File: src/rtl/exu_issue_ctrl_pkg.sv
// Shared definitions for the EXU issue controller: FSM encodings, default sizing,
// tag FIFO entry layout and tag-width helper.
package exu_issue_ctrl_pkg;

    localparam int DEFAULT_DEPTH        = 4;
    localparam int DEFAULT_FLUSH_CYCLES = 2;
    localparam int REG_W                = 5;

    typedef enum logic [1:0] {
        ISSUE_RUN   = 2'd0,
        ISSUE_DRAIN = 2'd1,
        ISSUE_FLUSH = 2'd2
    } issue_state_e;

    typedef struct packed {
        logic [REG_W-1:0] rd;
        logic             wen;
    } tag_entry_t;

    // Tag = slot index plus one wrap bit, so full and empty stay distinguishable.
    function automatic int tag_width(input int depth);
        return $clog2(depth) + 1;
    endfunction

endpackage

File: src/rtl/exu_issue_ctrl_if.sv
// ID/EXU/WB handshake bundle of the issue controller; slave = controller, master = pipeline side.
interface exu_issue_ctrl_if import exu_issue_ctrl_pkg::*; #(
    parameter int DEPTH = DEFAULT_DEPTH
);
    localparam int TAG_W = tag_width(DEPTH);

    logic             id_valid;
    logic             id_ready;
    logic [REG_W-1:0] id_rs1;
    logic [REG_W-1:0] id_rs2;
    logic             id_rs1_used;
    logic             id_rs2_used;
    logic [REG_W-1:0] id_rd;
    logic             id_R_wen;
    logic             id_serial;
    logic             ex_valid;
    logic             ex_ready;
    logic [TAG_W-1:0] ex_tag;
    logic             wb_valid;
    logic             redirect_valid;
    logic [TAG_W-1:0] redirect_tag;
    logic             inst_clear;
    logic             raw_stall;

    modport master (
        output id_valid, id_rs1, id_rs2, id_rs1_used, id_rs2_used, id_rd, id_R_wen, id_serial,
        output ex_ready, wb_valid, redirect_valid, redirect_tag,
        input  id_ready, ex_valid, ex_tag, inst_clear, raw_stall
    );

    modport slave (
        input  id_valid, id_rs1, id_rs2, id_rs1_used, id_rs2_used, id_rd, id_R_wen, id_serial,
        input  ex_ready, wb_valid, redirect_valid, redirect_tag,
        output id_ready, ex_valid, ex_tag, inst_clear, raw_stall
    );

endinterface

File: src/rtl/exu_issue_ctrl_tag_fifo.sv
// In-order tag FIFO of issued-not-retired instructions: push at tail, pop at head,
// truncate-after-tag on redirect, combinational source-register match against live entries.
module issue_tag_fifo import exu_issue_ctrl_pkg::*; #(
    parameter  int DEPTH = DEFAULT_DEPTH,
    localparam int TAG_W = tag_width(DEPTH),
    localparam int IDX_W = $clog2(DEPTH)
) (
    input  logic             clk,
    input  logic             rst_n,
    input  logic             push,
    input  logic [REG_W-1:0] push_rd,
    input  logic             push_wen,
    input  logic             pop,
    input  logic             trunc,
    input  logic [TAG_W-1:0] trunc_tag,
    input  logic [REG_W-1:0] rs1,
    input  logic [REG_W-1:0] rs2,
    output logic [TAG_W-1:0] tail_tag,
    output logic             full,
    output logic             empty,
    output logic             rs1_hit,
    output logic             rs2_hit
);

    tag_entry_t       mem [DEPTH];
    logic [TAG_W-1:0] head;
    logic [TAG_W-1:0] tail;
    logic [TAG_W-1:0] count;
    logic [DEPTH-1:0] live;
    logic [DEPTH-1:0] hit1;
    logic [DEPTH-1:0] hit2;

    assign count    = tail - head;
    assign full     = (count == TAG_W'(DEPTH));
    assign empty    = (head == tail);
    assign tail_tag = tail;

    // NOTE: sequential state uses <= so every register samples pre-edge values; = here would race readers.
    always_ff @(posedge clk) begin
        if (!rst_n) begin
            head <= '0;
            tail <= '0;
        end else begin
            if (pop)
                head <= head + TAG_W'(1);
            if (trunc)
                tail <= trunc_tag + TAG_W'(1);
            else if (push)
                tail <= tail + TAG_W'(1);
        end
    end

    // NOTE: payload storage is deliberately not reset; liveness comes only from head/tail.
    always_ff @(posedge clk) begin
        if (push)
            mem[tail[IDX_W-1:0]] <= '{rd: push_rd, wen: push_wen};
    end

    for (genvar g = 0; g < DEPTH; g++) begin : g_slot
        logic [IDX_W-1:0] offs;
        assign offs    = IDX_W'(g) - head[IDX_W-1:0];
        assign live[g] = ({1'b0, offs} < count);
        assign hit1[g] = live[g] & mem[g].wen & (mem[g].rd == rs1);
        assign hit2[g] = live[g] & mem[g].wen & (mem[g].rd == rs2);
    end

    assign rs1_hit = |hit1;
    assign rs2_hit = |hit2;

    // Upstream protocol: only live entries retire or redirect, and issue never overlaps a redirect.
    logic [TAG_W-1:0] trunc_offs;
    assign trunc_offs = trunc_tag - head;

    always_ff @(posedge clk) begin
        if (rst_n) begin
            a_pop_empty:   assert (!(pop && empty));
            a_trunc_live:  assert (!trunc || (trunc_offs < count));
            a_push_full:   assert (!(push && full));
            a_push_trunc:  assert (!(push && trunc));
        end
    end

endmodule

File: src/rtl/exu_issue_ctrl.sv
// EXU issue controller: RAW/serialisation/full gating, redirect flush sequencing, tag FIFO.
// Optional ISSUE_CTRL_PERF_EN adds saturating perf_raw_stall / perf_flush counters.
module exu_issue_ctrl import exu_issue_ctrl_pkg::*; #(
    parameter int DEPTH        = DEFAULT_DEPTH,
    parameter int FLUSH_CYCLES = DEFAULT_FLUSH_CYCLES
) (
    input  logic             clk,
    input  logic             rst_n,
    exu_issue_ctrl_if.slave  bus
`ifdef ISSUE_CTRL_PERF_EN
    ,
    output logic [31:0]      perf_raw_stall,
    output logic [31:0]      perf_flush
`endif
);

    localparam int TAG_W = tag_width(DEPTH);
    localparam int CNT_W = $clog2(FLUSH_CYCLES + 1);
    localparam logic [CNT_W-1:0] FLUSH_LAST = CNT_W'(FLUSH_CYCLES - 1);

    issue_state_e     state;
    issue_state_e     state_n;
    logic [CNT_W-1:0] flush_cnt;
    logic [CNT_W-1:0] flush_cnt_n;
    logic             ex_valid_c;
    logic             id_ready_c;
    logic             ex_valid;
    logic             fire;
    logic             hazard;
    logic             full;
    logic             empty;
    logic             rs1_hit;
    logic             rs2_hit;
    logic [TAG_W-1:0] tail_tag;

    issue_tag_fifo #(.DEPTH(DEPTH)) u_fifo (
        .clk       (clk),
        .rst_n     (rst_n),
        .push      (fire),
        .push_rd   (bus.id_rd),
        .push_wen  (bus.id_R_wen & (bus.id_rd != '0)),
        .pop       (bus.wb_valid),
        .trunc     (bus.redirect_valid),
        .trunc_tag (bus.redirect_tag),
        .rs1       (bus.id_rs1),
        .rs2       (bus.id_rs2),
        .tail_tag  (tail_tag),
        .full      (full),
        .empty     (empty),
        .rs1_hit   (rs1_hit),
        .rs2_hit   (rs2_hit)
    );

    // No WB->ID bypass: a writer keeps blocking through its own retire cycle.
    assign hazard = (bus.id_rs1_used & rs1_hit) | (bus.id_rs2_used & rs2_hit);

    always_ff @(posedge clk) begin
        if (!rst_n) begin
            state     <= ISSUE_RUN;
            flush_cnt <= '0;
        end else begin
            state     <= state_n;
            flush_cnt <= flush_cnt_n;
        end
    end

    // NOTE: every output of this block gets a default first so no path can infer a latch.
    always_comb begin
        state_n     = state;
        flush_cnt_n = flush_cnt;
        ex_valid_c  = 1'b0;
        id_ready_c  = 1'b0;
        case (state)
            ISSUE_RUN: begin
                ex_valid_c = bus.id_valid & ~hazard & ~full & ~(bus.id_serial & ~empty)
                           & ~bus.redirect_valid;
                id_ready_c = ex_valid_c & bus.ex_ready;
                if (bus.redirect_valid) begin
                    state_n     = ISSUE_FLUSH;
                    flush_cnt_n = '0;
                end else if (bus.id_valid & bus.id_serial & ~empty) begin
                    state_n = ISSUE_DRAIN;
                end
            end
            ISSUE_DRAIN: begin
                if (bus.redirect_valid) begin
                    state_n     = ISSUE_FLUSH;
                    flush_cnt_n = '0;
                end else if (empty) begin
                    state_n = ISSUE_RUN;
                end
            end
            ISSUE_FLUSH: begin
                // Wrong-path instructions are consumed and dropped.
                id_ready_c = bus.id_valid;
                if (bus.redirect_valid) begin
                    flush_cnt_n = '0;
                end else if (flush_cnt == FLUSH_LAST) begin
                    state_n     = ISSUE_RUN;
                    flush_cnt_n = '0;
                end else begin
                    flush_cnt_n = flush_cnt + CNT_W'(1);
                end
            end
            default: begin
                state_n     = ISSUE_RUN;
                flush_cnt_n = '0;
            end
        endcase
    end

    // Outputs stay quiet while reset is held, whatever ID presents.
    assign ex_valid       = rst_n & ex_valid_c;
    assign fire           = ex_valid & bus.ex_ready;
    assign bus.ex_valid   = ex_valid;
    assign bus.id_ready   = rst_n & id_ready_c;
    assign bus.ex_tag     = tail_tag;
    assign bus.inst_clear = rst_n & bus.redirect_valid;
    assign bus.raw_stall  = rst_n & (state == ISSUE_RUN) & bus.id_valid & hazard;

`ifdef ISSUE_CTRL_PERF_EN
    always_ff @(posedge clk) begin
        if (!rst_n) begin
            perf_raw_stall <= '0;
            perf_flush     <= '0;
        end else begin
            if (bus.raw_stall && (perf_raw_stall != 32'hFFFF_FFFF))
                perf_raw_stall <= perf_raw_stall + 32'd1;
            if (bus.redirect_valid && (perf_flush != 32'hFFFF_FFFF))
                perf_flush <= perf_flush + 32'd1;
        end
    end
`endif

endmodule
File: src/flat_wrapper.sv
// flat-port wrapper written by rule: the top's interface ports become plain ports
module exu_issue_ctrl_flat import exu_issue_ctrl_pkg::*;
#(
    parameter int DEPTH        = DEFAULT_DEPTH,
    parameter int FLUSH_CYCLES = DEFAULT_FLUSH_CYCLES
)
  (clk, rst_n, bus_id_valid, bus_id_rs1, bus_id_rs2, bus_id_rs1_used, bus_id_rs2_used, bus_id_rd, bus_id_R_wen, bus_id_serial, bus_ex_ready, bus_wb_valid, bus_redirect_valid, bus_redirect_tag, bus_id_ready, bus_ex_valid, bus_ex_tag, bus_inst_clear, bus_raw_stall);
  exu_issue_ctrl_if #(.DEPTH(DEPTH)) bus_i ();
  input  logic clk;
  input  logic rst_n;
  input wire logic [$bits(bus_i.id_valid)-1:0] bus_id_valid;
  input wire logic [$bits(bus_i.id_rs1)-1:0] bus_id_rs1;
  input wire logic [$bits(bus_i.id_rs2)-1:0] bus_id_rs2;
  input wire logic [$bits(bus_i.id_rs1_used)-1:0] bus_id_rs1_used;
  input wire logic [$bits(bus_i.id_rs2_used)-1:0] bus_id_rs2_used;
  input wire logic [$bits(bus_i.id_rd)-1:0] bus_id_rd;
  input wire logic [$bits(bus_i.id_R_wen)-1:0] bus_id_R_wen;
  input wire logic [$bits(bus_i.id_serial)-1:0] bus_id_serial;
  input wire logic [$bits(bus_i.ex_ready)-1:0] bus_ex_ready;
  input wire logic [$bits(bus_i.wb_valid)-1:0] bus_wb_valid;
  input wire logic [$bits(bus_i.redirect_valid)-1:0] bus_redirect_valid;
  input wire logic [$bits(bus_i.redirect_tag)-1:0] bus_redirect_tag;
  output wire logic [$bits(bus_i.id_ready)-1:0] bus_id_ready;
  output wire logic [$bits(bus_i.ex_valid)-1:0] bus_ex_valid;
  output wire logic [$bits(bus_i.ex_tag)-1:0] bus_ex_tag;
  output wire logic [$bits(bus_i.inst_clear)-1:0] bus_inst_clear;
  output wire logic [$bits(bus_i.raw_stall)-1:0] bus_raw_stall;
  assign bus_i.id_valid = bus_id_valid;
  assign bus_i.id_rs1 = bus_id_rs1;
  assign bus_i.id_rs2 = bus_id_rs2;
  assign bus_i.id_rs1_used = bus_id_rs1_used;
  assign bus_i.id_rs2_used = bus_id_rs2_used;
  assign bus_i.id_rd = bus_id_rd;
  assign bus_i.id_R_wen = bus_id_R_wen;
  assign bus_i.id_serial = bus_id_serial;
  assign bus_i.ex_ready = bus_ex_ready;
  assign bus_i.wb_valid = bus_wb_valid;
  assign bus_i.redirect_valid = bus_redirect_valid;
  assign bus_i.redirect_tag = bus_redirect_tag;
  assign bus_id_ready = bus_i.id_ready;
  assign bus_ex_valid = bus_i.ex_valid;
  assign bus_ex_tag = bus_i.ex_tag;
  assign bus_inst_clear = bus_i.inst_clear;
  assign bus_raw_stall = bus_i.raw_stall;
  exu_issue_ctrl #(.DEPTH(DEPTH), .FLUSH_CYCLES(FLUSH_CYCLES)) u_core (.clk(clk), .rst_n(rst_n), .bus(bus_i));
endmodule
File: config.mk
export PLATFORM = sky130hd
export DESIGN_NAME = exu_issue_ctrl_flat
export DESIGN_NICKNAME = d
export VERILOG_FILES = /design/src/rtl/exu_issue_ctrl_pkg.sv /design/src/rtl/exu_issue_ctrl_if.sv /design/src/rtl/exu_issue_ctrl_tag_fifo.sv /design/src/rtl/exu_issue_ctrl.sv /design/src/flat_wrapper.sv
export SDC_FILE = /design/constraint.sdc
export NUM_CORES = 1
export LEC_CHECK = 0
export ABC_AREA = 1
export BUFFER_PORTS_ARGS = -buffer_cell sky130_fd_sc_hd__clkbuf_2
export CAP_MARGIN = 20
export CORE_MARGIN = 2
export CORE_UTILIZATION = 61
export DETAILED_ROUTE_END_ITERATION = 8
export PLACE_DENSITY = 0.85
export SKIP_CTS_REPAIR_TIMING = 1
export SLEW_MARGIN = 20
export SYNTH_ARGS = -nofsm -noshare
export SYNTH_HDL_FRONTEND = slang
export SYNTH_SLANG_ARGS = --single-unit
File: constraint.sdc
create_clock -name clk -period 9.66 [get_ports clk]
set_input_delay 0.966 -clock clk [delete_from_list [all_inputs] [get_ports clk]]
set_output_delay 0.966 -clock clk [all_outputs]
set_load 0.03 [all_outputs]
==> results.sh <==
export IMPL_status="completed"
export IMPL_vias_per_cell=5.08
export IMPL_fin_crit_sh_pct=43.4
export IMPL_placed_cells=355
export IMPL_area_delta_synth_final_pct=13.8
export IMPL_p_seq_share_pct=43.5
export IMPL_clk_latency_ns=0.29
export IMPL_nNetsFinal=354
export IMPL_power_density_nw_per_um2=143
export IMPL_final_common_cell="nand2_1"
export IMPL_start_util_pct=63.3
export IMPL_grt_pass1_vias=1755
export IMPL_cts_tree="built"
export IMPL_firstDrtPassIters=4
export IMPL_numPortBuffers=34
export IMPL_antenna_found_initial=0
export IMPL_rows=22
export IMPL_cts_path_max_buffers=2
export IMPL_final_antenna_net_count=0
export IMPL_die_y_um=65.4
export IMPL_multi_input_area_um2=1210
export IMPL_required_ns=8.69
export IMPL_syn_area_um2=2300
export IMPL_clkPwrFrac_pct=34.5
export IMPL_cp_arrival_ns=3.23
export IMPL_clkSinkCount=34
export IMPL_drt_iter0_drc=75
export IMPL_post_route_drc_count=0
export IMPL_power_share_switching_pct=28.7
export IMPL_fmax_mhz=238
export IMPL_area_sequential_um2=921
export IMPL_fp_dieW_um=65.4
export IMPL_p_int_uw=267
export IMPL_critical_path_slowest_cell="fa_1"
export IMPL_gp_congestion=0.910
export IMPL_dieArea_um2=4280
export IMPL_tightest_slew_ns=0.976
export IMPL_p_leak_uw=0.00122
export IMPL_cts_root_buf="clkbuf_8"
export IMPL_worstSetupPathType="reg -> out"
export IMPL_finalHoldViolations=0
export IMPL_cts_buffers=5
export IMPL_relSlewSlack_pct=34.4
export IMPL_min_period_ns=4.19
export IMPL_syn_nets=317
export IMPL_synthCells=277
export IMPL_gr_total_overflow=0
export IMPL_finClkSkew_ns=0.00522
export IMPL_max_cap_viol_count=0
export IMPL_maxSlewViolCount=0
export IMPL_worstPathMaxFanout=9
export IMPL_slowest_delay_ns=0.50
export IMPL_fillers=280
export IMPL_yosysWarningCount=0
export IMPL_grt_usage_pct=24.9
export IMPL_ys_ff_latch=34
export IMPL_path_clk_slew_ns=0.07
export IMPL_grt_max_degree=13
export IMPL_dpl_hpwl_um=3800
export IMPL_layout_cells_most_common_list="nand2_1, nor2_1, clkbuf_2, inv_1"
export IMPL_vdd_drop_max_mv=0.114
export IMPL_tns_ns=0
export IMPL_endpoint_kind="primary output"
export IMPL_antenna_cells=0
export IMPL_drt_wl_total_um=4910
export IMPL_yosysUniqueCellTypes=31
export IMPL_wl_per_cell_um=13.5
export IMPL_ios=35
export IMPL_ys_seq_area_share_pct=40.0
export IMPL_crit_chain="inv_1 > ha_1 > inv_1 > fa_1 > inv_1 > ha_1 > inv_1 > o21bai_1 > nand3_2 > nand2_2 > nor2_1 > nor2_1 > nand2_1 > nand2_2 > nand4_4 > o31ai_1 > clkbuf_2"
export IMPL_vias=1844
export IMPL_grt_pass1_wl_um=7880
export IMPL_pwr_share_comb_pct=22.0
export IMPL_fin_cells=363
export IMPL_cp_common_cell="inv_1"
export IMPL_hp_class="reg -> reg"
export IMPL_htreeDepth=2
export IMPL_switchingPower_uw=108
export IMPL_layout_drive_gt1_share_pct=21.9
export IMPL_crit_path_start_kind="flop"
export IMPL_final_util_pct=72.1
export IMPL_syn_mean_instance_area_um2=8.31
export IMPL_coreArea_um2=3630
export IMPL_setup_viol=0
export IMPL_rsz0062_at_grt="no"
-- power by group through the flow --
stage,Sequential [uW],Clock (uW),Combinational [uW]
finish,163,130,82.5
CTS,163,131,82.1
floorplan,168,0,56.3
global placement,166,0,77.9
detailed placement,166,0,80.7
global route,164,134,92.6
-- routing by layer --
metal	global-route usage, %	vias up	part of all wire (%)
li1	-	950	-
met1	30.1	825	44
met2	43.8	59	49
met3	4.62	10	4.9
met4	10.2	0	1.7
met5	0	-	0
-- critical path, delay by kind of cell, from the launching register on --
| kind | cells | cell delay [ns] |
|---|---|---|
| adder cells (fa/ha/maj) | 3 | 1.00 |
| flip-flops | 1 | 0.34 |
| AO/OA/AOI/OAI | 2 | 0.27 |
| buffers and inverters | 5 | 0.66 |
| AND/OR/NAND/NOR | 7 | 0.66 |
-- cell usage after synthesis --
cell | number | area (um^2)
nand2_1 | 68 | 255
nor2_1 | 36 | 135
inv_1 | 32 | 120
edfxtp_1 | 24 | 721
xor2_1 | 24 | 210
ha_1 | 11 | 138
dfxtp_1 | 10 | 200
a21oi_1 | 9 | 45.0
nand2_2 | 9 | 56.3
nand3_1 | 8 | 40.0
inv_2 | 6 | 22.5
o21ai_0 | 6 | 30.0
xnor2_1 | 6 | 52.6
o21bai_1 | 4 | 30.0
buf_2 | 3 | 15.0
nor2_2 | 3 | 18.8
nand3_2 | 2 | 20.0
nand4_1 | 2 | 12.5
nor3_1 | 2 | 10.0
a31oi_1 | 1 | 6.26
buf_6 | 1 | 11.3
fa_1 | 1 | 20.0
nand3_4 | 1 | 17.5
nand3b_4 | 1 | 20.0
nand4_2 | 1 | 12.5
nand4_4 | 1 | 21.3
nor3_4 | 1 | 16.3
nor4_2 | 1 | 12.5
o31ai_1 | 1 | 7.51
or4_1 | 1 | 7.51
xnor2_2 | 1 | 16.3
-- cells by family (layout without fill, tap and decap cells) --
logic type,after synthesis,in the layout,synth area share [%]
simple gates,137,137,28.5
fa+ha+maj,12,12,6.85
flops,34,34,40.0
compound gates,21,21,5.17
buf+inv,42,80,7.34
xor+xnor,31,31,12.1
-- metrics by stage --
stage	setup WS (ns)	cell area [um^2]	total power (uW)	hold slack, ns
after CTS	5.48	2620	376	0.446
after global placement	6.00	2500	244	0.430
final	5.47	2620	375	0.443
after global routing	5.21	2620	390	0.476
after detailed placement	5.85	2500	247	0.435
after floorplan	5.74	2300	224	0.415
-- flip-flops by register name, indices dropped and copies added (netlist names) --
| register | cells |
|---|---|
| u_core.u_fifo.mem | 24 |
| u_core.u_fifo.head | 3 |
| u_core.u_fifo.tail_tag | 3 |
| u_core.flush_cnt | 2 |
| u_core.state | 2 |
-- area by class of cell --
class	instances	area share (%)
tap	48	2.29
clock buffer	5	2.63
inverter	38	5.45
timing repair buffer	34	6.50
sequential	34	35.2
multi-input combinational	201	46.2
clock inverter	3	1.72
-- path summary, 6_finish.rpt --
| check | start | to | slack [ns] | cells past startpoint |
|---|---|---|---|---|
| setup / recovery | u_core.u_fifo.tail_tag[0] | bus_id_ready | 5.47 | 17 |
| hold / removal | u_core.flush_cnt[1] | u_core.flush_cnt[1] | 0.44 | 2 |
| setup reg to reg | u_core.u_fifo.tail_tag[0] | u_core.u_fifo.mem[1][0] | 5.94 | 16 |
| hold reg to reg | u_core.flush_cnt[1] | u_core.flush_cnt[1] | 0.44 | 2 |
(Power assumes the default switching activity.)
